## src/rtl/hazard_forwarding_unit.sv

```systemverilog
// Purpose : MIPS 5-stage hazard controller; ID operand forwarding selects, load-use and HI/LO stalls, MULT/DIV busy tracking.
// Latency : selects, load-enables and NOP are combinational from current inputs and md_cnt; no added latency.
// Backpres: on stall it holds PC and IF/ID (LE=0) and injects a bubble into ID/EX (NOP=1) for as long as the hazard remains.
// Optional: define HAZARD_STALL_COUNT_EN to build the saturating stall-cycle counter; otherwise STALL_COUNT is tied to 0.

module hazard_forwarding_unit #(
  parameter int MULDIV_LATENCY = 4
) (
  input  logic        Clk,
  input  logic        Reset,
  input  logic [4:0]  ID_RS,
  input  logic [4:0]  ID_RT,
  input  logic        ID_USES_RS,
  input  logic        ID_USES_RT,
  input  logic        ID_READS_HILO,
  input  logic        ID_MULDIV_ISSUE,
  input  logic [4:0]  EX_REG,
  input  logic        EX_RF_ENABLE,
  input  logic        EX_LOAD_INSTR,
  input  logic [4:0]  MEM_REG,
  input  logic        MEM_RF_ENABLE,
  input  logic [4:0]  WB_REG,
  input  logic        WB_RF_ENABLE,
  output logic [1:0]  MX1_SEL,
  output logic [1:0]  MX2_SEL,
  output logic        PC_LE,
  output logic        IF_ID_LE,
  output logic        ID_EX_NOP,
  output logic        MD_BUSY,
  output logic [31:0] STALL_COUNT
);

  localparam logic [1:0] SEL_RF  = 2'b00;
  localparam logic [1:0] SEL_EX  = 2'b01;
  localparam logic [1:0] SEL_MEM = 2'b10;
  localparam logic [1:0] SEL_WB  = 2'b11;

  localparam logic [3:0] MD_LAT = 4'(MULDIV_LATENCY);

  typedef enum logic {
    RUN,
    MD_WAIT
  } md_state_e;

  md_state_e  state_q, state_d;
  logic [3:0] md_cnt_q, md_cnt_d;

  logic [2:0] rs_fwd, rt_fwd;
  logic       load_use;
  logic       md_pending;
  logic       hilo_stall;
  logic       stall;

  // Per-source resolution. Result is {load_hit, sel[1:0]}. A load in EX
  // whose destination matches cannot be bypassed (data not ready yet), so
  // it reports a hit and leaves the select at RF; MEM/WB are deliberately
  // not consulted because the older value there would be stale.
  function automatic logic [2:0] resolve_src(
    input logic [4:0] src,
    input logic       used,
    input logic [4:0] ex_reg,
    input logic       ex_en,
    input logic       ex_ld,
    input logic [4:0] mem_reg,
    input logic       mem_en,
    input logic [4:0] wb_reg,
    input logic       wb_en
  );
    logic [2:0] r;
    r = {1'b0, SEL_RF};
    if (used && (src != 5'd0)) begin
      if (ex_en && (src == ex_reg)) begin
        if (ex_ld) begin
          r = {1'b1, SEL_RF};
        end else begin
          r = {1'b0, SEL_EX};
        end
      end else if (mem_en && (src == mem_reg)) begin
        r = {1'b0, SEL_MEM};
      end else if (wb_en && (src == wb_reg)) begin
        r = {1'b0, SEL_WB};
      end
    end
    return r;
  endfunction

  // Forwarding lookups for rs (MX1) and rt (MX2).
  always_comb begin
    rs_fwd = resolve_src(ID_RS, ID_USES_RS, EX_REG, EX_RF_ENABLE, EX_LOAD_INSTR,
                         MEM_REG, MEM_RF_ENABLE, WB_REG, WB_RF_ENABLE);
    rt_fwd = resolve_src(ID_RT, ID_USES_RT, EX_REG, EX_RF_ENABLE, EX_LOAD_INSTR,
                         MEM_REG, MEM_RF_ENABLE, WB_REG, WB_RF_ENABLE);
  end

  // Stall decision; both hazard types collapse into a single stall cycle.
  // Reset suppresses the stall so the pipeline flows while being cleared.
  always_comb begin
    load_use   = rs_fwd[2] | rt_fwd[2];
    md_pending = (md_cnt_q != 4'd0);
    hilo_stall = md_pending & (ID_READS_HILO | ID_MULDIV_ISSUE);
    stall      = ~Reset & (load_use | hilo_stall);
  end

  // Upstream control outputs, forced to their benign values during reset.
  always_comb begin
    MX1_SEL   = Reset ? SEL_RF : rs_fwd[1:0];
    MX2_SEL   = Reset ? SEL_RF : rt_fwd[1:0];
    PC_LE     = ~stall;
    IF_ID_LE  = ~stall;
    ID_EX_NOP = stall;
    MD_BUSY   = ~Reset & md_pending;
  end

  // MULT/DIV tracker next state: load latency on an accepted issue, otherwise
  // count down; a stalled issue is dropped and the countdown continues.
  always_comb begin
    state_d  = state_q;
    md_cnt_d = md_cnt_q;
    case (state_q)
      RUN: begin
        if (ID_MULDIV_ISSUE && !stall) begin
          md_cnt_d = MD_LAT;
          state_d  = MD_WAIT;
        end
      end
      MD_WAIT: begin
        if (ID_MULDIV_ISSUE && !stall) begin
          md_cnt_d = MD_LAT;
        end else if (md_cnt_q != 4'd0) begin
          md_cnt_d = md_cnt_q - 4'd1;
          if (md_cnt_q == 4'd1) begin
            state_d = RUN;
          end
        end else begin
          state_d = RUN;
        end
      end
      default: begin
        state_d  = RUN;
        md_cnt_d = 4'd0;
      end
    endcase
  end

  // MULT/DIV tracker state register; reset drops straight back to RUN.
  always_ff @(posedge Clk) begin
    if (Reset) begin
      state_q  <= RUN;
      md_cnt_q <= 4'd0;
    end else begin
      state_q  <= state_d;
      md_cnt_q <= md_cnt_d;
    end
  end

`ifdef HAZARD_STALL_COUNT_EN
  logic [31:0] stall_cnt_q, stall_cnt_d;

  // Stall performance counter next value, saturating at all-ones.
  always_comb begin
    stall_cnt_d = stall_cnt_q;
    if (stall && (stall_cnt_q != 32'hFFFF_FFFF)) begin
      stall_cnt_d = stall_cnt_q + 32'd1;
    end
  end

  // Stall performance counter register.
  always_ff @(posedge Clk) begin
    if (Reset) begin
      stall_cnt_q <= 32'd0;
    end else begin
      stall_cnt_q <= stall_cnt_d;
    end
  end

  assign STALL_COUNT = stall_cnt_q;
`else
  assign STALL_COUNT = 32'd0;
`endif

endmodule

```

## config.mk

```make
export PLATFORM = sky130hd
export DESIGN_NAME = hazard_forwarding_unit
export DESIGN_NICKNAME = d
export VERILOG_FILES = /design/src/rtl/hazard_forwarding_unit.sv
export SDC_FILE = /design/constraint.sdc
export NUM_CORES = 1
export LEC_CHECK = 0
export CORE_ASPECT_RATIO = 1.2
export CORE_MARGIN = 8
export CORE_UTILIZATION = 30
export CTS_CLUSTER_DIAMETER = 50
export CTS_CLUSTER_SIZE = 25
export DETAILED_ROUTE_END_ITERATION = 8
export GPL_TIMING_DRIVEN = 0
export PLACE_DENSITY = 0.72
export SYNTH_ARGS = -nofsm -noshare
export SYNTH_HDL_FRONTEND = slang
export SYNTH_SLANG_ARGS = --single-unit
export TNS_END_PERCENT = 100
```

## constraint.sdc

```tcl
create_clock -name Clk -period 4.18 [get_ports Clk]
set_input_delay 0.418 -clock Clk [delete_from_list [all_inputs] [get_ports Clk]]
set_output_delay 0.418 -clock Clk [all_outputs]
set_load 0.01 [all_outputs]
```

# After elaboration in Yosys (flattened, before gate mapping)
# Index checks and enable logic that the tools add are counted.
# op_classes
addsub	1
n_mul	0
div	0
magnitude_cmp	0
n_eq_ne	9
shifts	0
muxes	20
bitwise	9
n_reduce_logical	14
# ops
cell	n
equality test 5 bit	6
2-to-1 mux 3 bit	5
2-to-1 mux 2 bit	6
2-to-1 mux 4 bit	3
nonzero test 5 bit	2
logical AND 1 bit	9
one-hot mux 4 bit (2 select lines)	1
equality test 4 x 1 -> 1 bit (second input constant)	1
2-to-1 mux 1 bit	4
nonzero test 4 bit	1
subtractor 4 x 1 -> 4 bit (second input constant)	1
AND 1 bit	3
inequality test 3 x 1 -> 1 bit (second input constant)	1
inverter 1 bit	3
bitwise OR 1 bit	3
inequality test 2 bit (second input constant)	1
one-hot mux 1 bit (2 select lines)	1
AND reduction 2 bit	1
zero test 1 bit	1
# word_totals
reg_bits	5
latch_bits	0
ram_bits	0
rom_bits	0
input_bits	35
elab_cells	55
memories	0

# Logic depth before layout (Yosys ltp)
# logic_depth
word_depth	13
ltp_mapped	7

# Worst setup path before layout
# OpenSTA, ideal clock, no wires.
# synth_timing
path_kind	input to output
start	in ID_RS[1]
end	out PC_LE
arrival_ps	1604
required_time_ps	3762
path_slack_ps	2158
stages	6
cell_sequence	xnor2_1 nand4_1 or3_1 a21o_1 and2_2 buf_4
# synth_via
elab_chain_cells	8
# synth_rtl
element	line_no	text
start, declared	11	input logic [4:0] ID_RS,
equality test 5 bit	72	if (ex_en && (src == ex_reg)) begin
logical AND 1 bit	72	
2-to-1 mux 3 bit	72	
2-to-1 mux 3 bit *	71	if (used && (src != 5'd0)) begin
bitwise OR 1 bit *	98	load_use = rs_fwd[2] | rt_fwd[2];
bitwise OR 1 bit *	101	stall = ~Reset & (load_use | hilo_stall);
AND 1 bit *	101	
inverter 1 bit *	-	
end, declared	26	output logic PC_LE,
# Mark *: on every way between the ends. The rest lies on a longest branch, timed or not.

# Worst setup path after layout
# layout_timing
start	in ID_RS[1]
end	out PC_LE
# layout_via
elab_chain_cells	8
# layout_rtl
element	line_no	text
equality test 5 bit	72	
logical AND 1 bit	72	
2-to-1 mux 3 bit	72	
2-to-1 mux 3 bit *	71	
bitwise OR 1 bit *	98	
bitwise OR 1 bit *	101	
AND 1 bit *	101	
inverter 1 bit *	108	PC_LE = ~stall;
# Marked as above.

==> flow_summary.yaml <==
run_status:
  status: "finished clean"
worst_setup_path:
  r2r-start: "md_cnt_q[0]"
  worst_ep_required_time_ns: 3.76
  r2r_slack_ns: 2.66
  r2r_cells: 6
  critical_path_class: "primary input to output port"
  crit_fanout: 5
  startpoint_type: "primary input"
  critPathCaptureType: "output port"
  r2r-end: "md_cnt_q[1]"
  arrival_ns: 2.72
logic_synthesis:
  yosysWarnings: 0
  yosysTopAreaCell: "buf_4"
  syn_area_mm2: 0.00102
  synthArstFlopShare_pct: 0
  synth_top_cell_area_share_pct: 24.2
  synth_cell_types: 34
  syn-instance-count: 135
  synth_commonest_cells: "buf_4 (33), xor2_1 (16), xnor2_1 (14)"
  synthTopCellsByArea: "buf_4 (24%), xor2_1 (14%), xnor2_1 (12%)"
  yosysMostFrequentCell: "buf_4"
  synth_edf_count: 0
  synth.avg_cell_area_um2: 7.57
  synth_ff_type: "dfxtp_1"
  ys_seq_area_share_pct: 9.79
  ys_ff_latch: 5
clock_tree:
  cts_resized: 0
  cts.sinks: 5
  clk_path_buf_depth: 2
  htree_levels: 1
  cts_hold_buf: 0
  path_clk_slew_ns: 0.04
  cts_tree: "built"
  clk_latency_ns: 0.22
  cts_setup_buffers: 0
  clockRootBuffer: "clkbuf_8"
  cts_made_buffers: 3
global_routing:
  grt_pass1_vias: 1069
  antenna_found_initial: 0
  track_usage_pct: 9.69
  grt_max_degree: 11
  grt_pass1_wl_um: 4650
  gr-total-overflow: 0
pwr:
  power_switching_mw: 0.0993
  p_sw_share_pct: 32.5
  power_leakage_nw: 0.741
  seq_power_share_pct: 18.8
  clockPowerShare_pct: 29.1
  p_int_mw: 0.206
  comb_power_share_pct: 52.2
  vdd_ir_drop_max_mv: 0.290
  powerDensity_mw_per_mm2: 186
timing:
  fin_skew_ns: 0.00321
  rsz0062_at_grt: "no"
  final.setup.tns_ns: 0
  period_needed_ns: 3.14
  hold_viol: 0
  setup_ws_ns: 1.04
  slew_violations: 0
  setup_viol: 0
  max_freq_mhz: 318
  period_share_pct: 75.2
floorplan:
  io_pins: 75
  fp.dieArea_mm2: 0.00554
  die_w_um: 69.3
  rows: 23
  start_util_pct: 30.9
  fp.dieH_um: 79.9
  coreArea_mm2: 0.00331
detailed_routing:
  viasPerCell: 4.12
  wire_per_inst_um: 11.4
  vias: 1022
  wl_met3_um: 252
  first_pass_iters: 3
  wl_met2_um: 1540
  final_antenna_net_count: 0
  drcViolationCount: 0
  finalWirelength_um: 2820
  dr.first_iter.drc_count: 18
  wirelength_met1_um: 1030
  top_layer: "met3"
place:
  place_congestion: 0.825
  port-buffer-count: 41
  dp_cells: 244
  dp_slack_ns: 1.02
  hpwl_um: 2610
worst_hold_path:
  hold_depth: 2
  hold_class: "primary input to flip-flop"
  hp-start: "Reset"
  min_to: "md_cnt_q[3]"
finish:
  num_antenna_cells: 0
  final_cells: 248
  fillers: 343
  fin_nets: 249
  drive_gt1_share_pct: 21.3
  area_growth_syn_to_layout_pct: 60.6
run:
  maxCapViolCount: 0
-- worst max path at each step --
| stage | start | end | slack, ns | cells after the start |
|---|---|---|---|---|
| floorplan | ID_RS[1] | PC_LE | 2.16 | 6 |
| global placement | ID_RS[1] | PC_LE | 1.01 | 8 |
| detailed placement | ID_RS[1] | PC_LE | 1.02 | 8 |
| CTS | ID_RS[1] | PC_LE | 1.02 | 8 |
| global route | ID_RS[1] | PC_LE | 0.93 | 8 |
| finish | ID_RS[1] | PC_LE | 1.04 | 8 |
-- cells in the final DEF, fill, tap and decap left out, types with 2 or more instances in the layout --
cell | synthesis | layout
dfxtp_1 | 5 | 5
nand3b_1 | 2 | 2
nand4_1 | 3 | 3
and3_1 | 3 | 3
nor3_1 | 2 | 2
xnor2_1 | 14 | 14
ha_1 | 2 | 2
a21oi_1 | 5 | 5
clkbuf_8 | 0 | 3
nand2_1 | 9 | 9
xor2_1 | 16 | 16
nor2_1 | 6 | 6
or4_1 | 2 | 2
buf_4 | 33 | 33
nand3_1 | 3 | 3
o21ai_0 | 3 | 3
clkdlybuf4s50_1 | 0 | 41
nor2b_1 | 3 | 3
inv_1 | 3 | 3
nor4_1 | 5 | 5
conb_1 | 1 | 32
-- layer usage --
layer	GRT usage [%]	vias up
met5	0	-
met1	9.15	429
li1	-	548
met2	19.0	45
met3	4.48	0
met4	1.23	0
-- cells by family after synthesis --
kind of cell | synth area share (%)
AND/OR/NAND/NOR | 26.7
AO/OA/AOI/OAI | 7.59
flip-flops | 9.79
buffers and inverters | 25.8
XOR/XNOR | 27.3
adder cells (fa/ha/maj) | 2.45
other | 0.367
-- power by group through the flow --
stage	registers, mW	logic [mW]	clock network [mW]
after global placement	0.0579	0.157	0
after CTS	0.0571	0.159	0.0914
after detailed placement	0.0578	0.159	0
final	0.0573	0.159	0.0887
after floorplan	0.0566	0.0950	0
after global routing	0.0578	0.176	0.0938
-- sequential cells by signal (all words and copies together), names as in the netlist --
| signal | count |
|---|---|
| md_cnt_q | 4 |
| state_q | 1 |
-- area by class of cell --
| class | instances | area (µm²) | share of cell area [%] |
|---|---|---|---|
| repair buffers | 41 | 410 | 25.0 |
| plain buffers | 34 | 253 | 15.4 |
| well taps | 37 | 46.3 | 2.82 |
| multi-input cells | 124 | 774 | 47.2 |
| flip-flops and latches | 5 | 100 | 6.10 |
| inverters | 3 | 11.3 | 0.686 |
| clock buffers | 3 | 41.3 | 2.52 |
| clock inverters | 1 | 5.00 | 0.305 |
-- critical path, cell delays in order --
cell,delay [ns]
clkdlybuf4s50_1,0.61
xnor2_1,0.15
nand4_1,0.13
or3_1,0.42
a21o_1,0.20
and2_2,0.19
buf_4,0.12
clkdlybuf4s50_1,0.47
-- stage by stage --
| stage | power [mW] | util (%) | hold slack, ns | area (µm²) |
|---|---|---|---|---|
| after floorplan | 0.152 | - | 0.466 | 1140 |
| after global placement | 0.215 | 48.2 | 0.493 | 1600 |
| after detailed placement | 0.216 | 48.2 | 0.504 | 1600 |
| after CTS | 0.308 | 49.6 | 0.494 | 1640 |
| after global routing | 0.328 | 49.6 | 0.521 | 1640 |
| final | 0.305 | 49.6 | 0.497 | 1640 |
Note: power is estimated with default switching activity, not from simulation.
